[src/rtl/fetch_pkg.sv]
// Shared types and constants for the instruction fetch controller.
package fetch_pkg;

    typedef enum logic [2:0] {
        BOOT,
        ISSUE,
        WAIT,
        HOLD,
        DRAIN,
        HALT
    } fetch_state_t;

    localparam int                 INSTR_W = 32;
    localparam int                 PC_INC  = 4;
    localparam logic [INSTR_W-1:0] NOP     = 32'h0000_0013;

    // Instruction addresses must be word aligned.
    function automatic logic misaligned(input logic [1:0] lsb);
        return lsb != 2'b00;
    endfunction

endpackage

[src/rtl/fetch_ctrl.sv]
// Instruction fetch sequencer: drives the PC, runs req/ack reads to instruction memory,
// holds the fetched word for decode and applies execute-stage redirects.
module fetch_ctrl
    import fetch_pkg::*;
#(
    parameter int                  Reg_size  = 32,
    parameter logic [Reg_size-1:0] Reset_vec = '0,
    parameter int                  Timeout   = 16
) (
    input  logic                clk,
    input  logic                rst,
    input  logic [Reg_size-1:0] pc_out,
    output logic                pc_en,
    output logic [Reg_size-1:0] pc_next,
    output logic                imem_req,
    output logic [Reg_size-1:0] imem_addr,
    input  logic                imem_ack,
    input  logic [INSTR_W-1:0]  imem_rdata,
    output logic [INSTR_W-1:0]  instr,
    output logic                instr_valid,
    input  logic                instr_ready,
    input  logic                stall,
    input  logic                redirect,
    input  logic [Reg_size-1:0] redirect_target,
    output logic                fault
);

    localparam int               CNT_W    = $clog2(Timeout + 1);
    localparam logic [CNT_W-1:0] CNT_LAST = CNT_W'(Timeout - 1);
    localparam logic [CNT_W-1:0] CNT_ONE  = CNT_W'(1);

    fetch_state_t          r_state;
    fetch_state_t          w_state_nx;
    logic [Reg_size-1:0]   r_addr;
    logic [Reg_size-1:0]   w_addr_nx;
    logic [CNT_W-1:0]      r_wait_cnt;
    logic [CNT_W-1:0]      w_wait_cnt_nx;
    logic [INSTR_W-1:0]    r_instr;
    logic [INSTR_W-1:0]    w_instr_nx;
    logic                  r_instr_valid;
    logic                  w_instr_valid_nx;
    logic                  r_fault;
    logic                  w_fault_nx;
    logic                  w_redir_bad;
    logic                  w_timeout;

    always_ff @(posedge clk) begin
        if (rst) begin
            r_state       <= BOOT;
            r_addr        <= '0;
            r_wait_cnt    <= '0;
            r_instr       <= '0;
            r_instr_valid <= 1'b0;
            r_fault       <= 1'b0;
        end else begin
            r_state       <= w_state_nx;
            r_addr        <= w_addr_nx;
            r_wait_cnt    <= w_wait_cnt_nx;
            r_instr       <= w_instr_nx;
            r_instr_valid <= w_instr_valid_nx;
            r_fault       <= w_fault_nx;
        end
    end

    always_comb begin
        w_state_nx       = r_state;
        w_addr_nx        = r_addr;
        w_wait_cnt_nx    = r_wait_cnt;
        w_instr_nx       = r_instr;
        w_instr_valid_nx = r_instr_valid;
        w_fault_nx       = r_fault;
        pc_en            = 1'b0;
        pc_next          = pc_out + Reg_size'(PC_INC);
        imem_req         = 1'b0;
        w_redir_bad      = redirect && misaligned(redirect_target[1:0]);
        w_timeout        = !imem_ack && (r_wait_cnt == CNT_LAST);

        case (r_state)
            BOOT: begin
                // Load the PC ourselves so its own reset value never matters.
                pc_en      = 1'b1;
                pc_next    = Reset_vec;
                w_state_nx = ISSUE;
            end

            ISSUE: begin
                if (redirect) begin
                    if (w_redir_bad) begin
                        w_fault_nx = 1'b1;
                        w_state_nx = HALT;
                    end else begin
                        pc_en      = 1'b1;
                        pc_next    = redirect_target;
                        w_state_nx = ISSUE;
                    end
                end else begin
                    w_addr_nx     = pc_out;
                    w_wait_cnt_nx = '0;
                    w_state_nx    = WAIT;
                end
            end

            WAIT: begin
                imem_req      = 1'b1;
                w_wait_cnt_nx = r_wait_cnt + CNT_ONE;
                if (redirect) begin
                    w_instr_valid_nx = 1'b0;
                    if (w_redir_bad) begin
                        w_fault_nx = 1'b1;
                        w_state_nx = (imem_ack || w_timeout) ? HALT : DRAIN;
                    end else begin
                        pc_en      = 1'b1;
                        pc_next    = redirect_target;
                        // A completing read is dropped; an open one must finish in DRAIN.
                        if (imem_ack) begin
                            w_state_nx = ISSUE;
                        end else if (w_timeout) begin
                            w_fault_nx = 1'b1;
                            w_state_nx = HALT;
                        end else begin
                            w_state_nx = DRAIN;
                        end
                    end
                end else if (imem_ack) begin
                    w_instr_nx       = imem_rdata;
                    w_instr_valid_nx = 1'b1;
                    w_state_nx       = HOLD;
                end else if (w_timeout) begin
                    w_fault_nx = 1'b1;
                    w_state_nx = HALT;
                end
            end

            HOLD: begin
                if (redirect) begin
                    w_instr_valid_nx = 1'b0;
                    if (w_redir_bad) begin
                        w_fault_nx = 1'b1;
                        w_state_nx = HALT;
                    end else begin
                        pc_en      = 1'b1;
                        pc_next    = redirect_target;
                        w_state_nx = ISSUE;
                    end
                end else if (instr_ready && !stall) begin
                    pc_en            = 1'b1;
                    w_instr_valid_nx = 1'b0;
                    w_state_nx       = ISSUE;
                end
            end

            DRAIN: begin
                // Address stays put until the outstanding read completes.
                imem_req      = 1'b1;
                w_wait_cnt_nx = r_wait_cnt + CNT_ONE;
                if (redirect) begin
                    if (w_redir_bad) begin
                        w_fault_nx = 1'b1;
                    end else begin
                        pc_en   = 1'b1;
                        pc_next = redirect_target;
                    end
                end
                if (imem_ack) begin
                    w_state_nx = (r_fault || w_redir_bad) ? HALT : ISSUE;
                end else if (w_timeout) begin
                    w_fault_nx = 1'b1;
                    w_state_nx = HALT;
                end
            end

            HALT: begin
                w_instr_valid_nx = 1'b0;
            end

            default: begin
                w_state_nx = BOOT;
            end
        endcase
    end

    assign imem_addr   = r_addr;
    assign instr       = r_instr;
    assign instr_valid = r_instr_valid;
    assign fault       = r_fault;

endmodule

[config.mk]
export PLATFORM = sky130hd
export DESIGN_NAME = fetch_ctrl
export DESIGN_NICKNAME = d
export VERILOG_FILES = /design/src/rtl/fetch_pkg.sv /design/src/rtl/fetch_ctrl.sv
export SDC_FILE = /design/constraint.sdc
export NUM_CORES = 1
export LEC_CHECK = 0
export BUFFER_PORTS_ARGS = -buffer_cell sky130_fd_sc_hd__buf_2
export CAP_MARGIN = 5
export CORE_ASPECT_RATIO = 2
export CORE_UTILIZATION = 49
export CTS_CLUSTER_DIAMETER = 50
export DETAILED_ROUTE_END_ITERATION = 7
export PLACE_DENSITY = 0.91
export SLEW_MARGIN = 20
export SYNTH_ARGS = -nofsm -noshare
export SYNTH_HDL_FRONTEND = slang
export SYNTH_SLANG_ARGS = --single-unit
[constraint.sdc]
create_clock -name clk -period 6.6 [get_ports clk]
set_input_delay 1.32 -clock clk [delete_from_list [all_inputs] [get_ports clk]]
set_output_delay 1.32 -clock clk [all_outputs]
set_load 0.005 [all_outputs]
## Word level (Yosys, flattened, before mapping)

Cells that the tools add are included.

| operators by class | value |
|---|---|
| add/subtract/negate cells | 2 |
| reduce and logical (&&, ||, !) cells | 21 |
| bitwise operators | 2 |
| muxes and demuxes | 39 |
| equality and inequality tests | 9 |

Operators by type and width:

| kind | number |
|---|---|
| two-way mux 32 bit | 2 |
| case mux 32 bit (2 select lines) | 1 |
| two-way mux 3 bit | 11 |
| adder 32 x 3 -> 32 bit (second input constant) | 1 |
| two-way mux 1 bit | 19 |
| case mux 3 bit (6 select lines) | 1 |
| case mux 5 bit (2 select lines) | 1 |
| case mux 1 bit (3 select lines) | 3 |
| == test 3 x 2 -> 1 bit (second input constant) | 2 |
| == test 3 bit (second input constant) | 2 |
| inequality test 3 bit (second input constant) | 2 |
| AND reduction 2 bit | 3 |
| AND reduction 3 bit | 2 |
| nonzero test 3 bit | 2 |
| adder 5 x 1 -> 5 bit (second input constant) | 1 |
| == test 5 x 4 -> 1 bit (second input constant) | 1 |
| two-way mux 5 bit | 1 |
| nonzero test 2 bit | 2 |
| OR reduction 2 bit | 2 |
| OR reduction 4 bit | 1 |
| == test 3 x 1 -> 1 bit (second input constant) | 1 |
| logical AND 1 bit | 3 |
| zero test 3 bit | 1 |
| OR reduction 3 bit | 1 |
| other kinds (4) | 7 |

| storage, ports and cells | value |
|---|---|
| register bits | 74 |
| output and inout port bits | 100 |
| bits of input ports | 102 |
| word-level logic and storage cells | 79 |

## Depth between registers and ports, before layout

| logic depth | value |
|---|---|
| word-level depth | 7 |
| mapped depth | 7 |
| mapped depth without buffers | 7 |

## Least setup slack after synthesis

OpenSTA, ideal clock, no wires.

| timing | value |
|---|---|
| path type | input to output |
| start | input pc_out[2] |
| end | output pc_next[20] |
| buffers on the path | 0 |
| data arrival time | 2.918 ns |
| required time | 5.280 ns |
| stages | 5 |
| slack | 2.362 ns |
| cell sequence | ha_1 -> nand4_1 -> or4_2 -> or4_1 -> nand3_1 |

| on the way | value |
|---|---|
| longest elaborated chain between the ends | 4 |

Ends and longest elaborated chain:

| element | line | RTL |
|---|---|---|
| start, declared | fetch_ctrl.sv:12 | `input logic [Reg_size-1:0] pc_out,` |
| adder 32 x 3 -> 32 bit (*) | fetch_ctrl.sv:73 | `pc_next = pc_out + Reg_size'(PC_INC);` |
| two-way mux 32 bit | -- |  |
| two-way mux 32 bit | fetch_ctrl.sv:87 | `if (redirect) begin` |
| case mux 32 bit (2 select lines) (*) | fetch_ctrl.sv:78 | `case (r_state)` |
| end, declared | fetch_ctrl.sv:14 | `output logic [Reg_size-1:0] pc_next,` |

Every way passes the cells marked *; elsewhere a longest branch is shown, timed or not.

## Final worst setup path

Same ends and word-level chain as after synthesis.

==> qor.yml <==
synthXorXnorAreaFrac: 0.03852
crit_chain: "buf_2 > ha_1 > nand4_1 > or4_2 > or4_1 > nand3_1 > buf_2"
cts_setup_buffers: 0
cp_common_cell: "buf_2"
hold_violations: 0
p_sw_mw: 0.3232
max_freq_mhz: 207.9
clockBufferDepth: 2
core.rowCount: 45
firstDrtPassIters: 5
clock_latency_ps: 330
pwr-share-comb: 0.176
r2r_cells: 4
clkPwrFrac: 0.429
num_io_pins: 202
path_depth: 7
antenna_found_initial: 0
vdd_drop_max_mv: 0.2042
gr-usage-all-layers: 0.2843
synth.mux.area_fraction: 0.005827
place_area_mm2: 0.004840
switching_share: 0.2666
netlist_area_mm2: 0.003865
drc: 0
yosysUniqueCellTypes: 53
path_buf_inv: 2
synth_edf_count: 0
status: "complete, no violations"
final-setup-viol-count: 0
initial_core_util: 0.5085
layout_commonest_cell: "buf_2"
synth_top_family_by_area: "simple AND/OR/NAND/NOR gates"
yosys.area_share.simple: 0.3082
seq_area_mm2: 0.001481
r2r_start: "r_state[1]"
min-delay-start: "instr[15]"
clk_pin_slew_ps: 60
p_leak_nw: 2.259
postSynthAreaPerCell_um2: 7.306
critical_path_class: "primary input to output pin"
maxCapViolCount: 0
sequentialPowerShare: 0.395
intPower_mw: 0.8891
nNetsFinal: 810
final.setup.tns_ps: 0
cp-end-kind: "output pin"
cts_sinks: 74
synth-seq-area-share: 0.3833
n_fill_cell: 634
grt.overflow.total: 0
post-route-util: 0.6790
finalCritPeriodShare: 0.7288
r2r_end: "instr[4]"
tritoncts: "built"
synth_nets: 634
power.density_mw_per_mm2: 234.9
multiInputGateArea_mm2: 0.002180
synth_compound_area_frac: 0.1952
n_antenna_cell: 0
whs_endpoint: "instr[15]"
clock_skew_ps: 6.013
design.core.area_mm2: 0.007601
hold_path.class: "flop to flop"
fin_area_mm2: 0.005161
cts_resized: 0
hold_path_depth: 2
via_per_inst: 5.632
ys_seq_elements: 74
cpPeakStageDelay_ps: 750
drt-wirelength-per-cell_um: 14.97
slew_violations: 0
final_cell_mix: "buf_2, nand2_1, dfxtp_1, a21oi_1, o21ai_0"
slew_headroom: 0.2624
tightest_slew_ps: 1106
die_area_mm2: 0.008268
die_h_um: 127.6
dr_total_vias: 4528
grt_pass1_vias: 4087
dp_hpwl_mm: 8.990
synth_warnings: 0
ys.flop_type: "dfxtp_1"
yosys.area_share.adder: 0.01230
die_x_um: 64.80
finalCriticalPeriod_ps: 4810
drive_gt1_frac: 0.3296
crit_required_ps: 5280
cp_max_fo: 10
grt_start_max_net_pins: 75
routed_wl_mm: 12.04
clk_root_buffer_cell: "clkbuf_16"
cts.htree.levels: 3
worstPathArrival_ps: 3490
slowest_stage: "or4_2"
gp_congestion: 0.9307
cts_buffers: 9
holdBufCountCts: 0
synth_async_sr_flop_share: 0
rsz0062_at_grt: "false"
cp-start-kind: "primary input"
port-buffer-count: 201
grt_pass1_wl_mm: 18.40
rrSetupSlack_ps: 4230
ant_nets: 0
critPathTopFamily: "simple AND/OR/NAND/NOR gates"
drt-initial-drc-count: 440
area_delta_synth_final_pct: 33.54
synthCells: 529
how the worst max path moves through the flow:
stage | startpoint | endpoint | slack (ps)
final | pc_out[2] | pc_next[20] | 1790
after global routing | pc_out[2] | pc_next[20] | 1720
after CTS | pc_out[2] | pc_next[20] | 1810
after detailed placement | pc_out[2] | pc_next[20] | 1810
after global placement | pc_out[2] | pc_next[20] | 1880
after floorplan | pc_out[2] | pc_next[20] | 2360
state kept, by name (all words and copies together) (netlist names):
signal and flops:
r_wait_cnt 5, instr 32, instr_valid 1, imem_addr 32
r_state 3, fault 1
power groups by stage:
stage                     combinational, mW  sequential [mW]  clock (mW)
after floorplan                       0.115            0.482           0
after global placement                0.208            0.487           0
after detailed placement              0.212            0.488           0
after CTS                             0.213            0.478       0.525
after global routing                  0.235            0.481       0.548
final                                 0.214            0.479       0.520
synthesized netlist by cell type (3+ instances only):
| library cell | count | area (um2) |
|---|---|---|
| o21ai_0 | 19 | 95.09 |
| inv_1 | 9 | 33.78 |
| xor2_1 | 5 | 43.79 |
| nor4_1 | 6 | 37.54 |
| ha_1 | 3 | 37.54 |
| dfxtp_1 | 74 | 1481 |
| nand2_1 | 167 | 626.9 |
| nand2b_1 | 3 | 18.77 |
| a21oi_1 | 72 | 360.4 |
| o211ai_1 | 6 | 45.04 |
| clkbuf_1 | 32 | 120.1 |
| nand3_1 | 16 | 80.08 |
| o311a_2 | 3 | 33.78 |
| nand4_1 | 10 | 62.56 |
| and4_1 | 3 | 26.28 |
| or4_1 | 4 | 30.03 |
| a32oi_1 | 3 | 26.28 |
| xnor2_1 | 12 | 105.1 |
| nor2_1 | 13 | 48.80 |
| and2_1 | 5 | 31.28 |
| a221o_1 | 5 | 50.05 |
| buf_6 | 5 | 56.30 |
| nor3_1 | 16 | 80.08 |
layer usage:
layer,share of wire,track usage,wire [um],vias up
li1,-,-,-,2193
met1,0.36,0.2883,4310,2054
met5,0,0,0,-
met3,0.060,0.05536,723,53
met4,0.052,0.2052,632,0
met2,0.53,0.5006,6372,228
worst reg2reg max path, delay by kind of cell, from the launching register on:
kind               cells  cell delay (ps)
DFF                    1              650
AOI/OAI and AO/OA      1              100
and+or+nand+nor        3             1480
cell type report:
class,count,share of cell area
Clock buffer,10,0.04436
Clock inverter,6,0.01770
Inverter,9,0.006545
Multi-Input combinational cell,407,0.4223
Sequential cell,74,0.2870
Tap cell,94,0.02279
Timing Repair Buffer,204,0.1993
through the flow:
| stage | cells | hold WS, ps | total power [mW] | setup slack (ps) |
|---|---|---|---|---|
| 2_1_floorplan | 529 | 452.7 | 0.5969 | 2362 |
| 3_3_place_gp | 788 | 438.8 | 0.6944 | 1876 |
| 3_5_place_dp | 788 | 443.2 | 0.7001 | 1810 |
| 4_1_cts | 804 | 451.5 | 1.217 | 1815 |
| 5_1_grt | 804 | 465.8 | 1.263 | 1722 |
| 6_report | 804 | 450.8 | 1.212 | 1790 |
cells by family (layout without fill, tap and decap cells):
family / count (synthesis) / after routing
AO/OA/AOI/OAI: 125 / 125
XOR/XNOR: 17 / 17
adder cells (fa/ha/maj): 4 / 4
buffers and inverters: 48 / 229
flip-flops: 74 / 74
multiplexers: 2 / 2
AND/OR/NAND/NOR: 259 / 259
(Power assumes the default switching activity.)
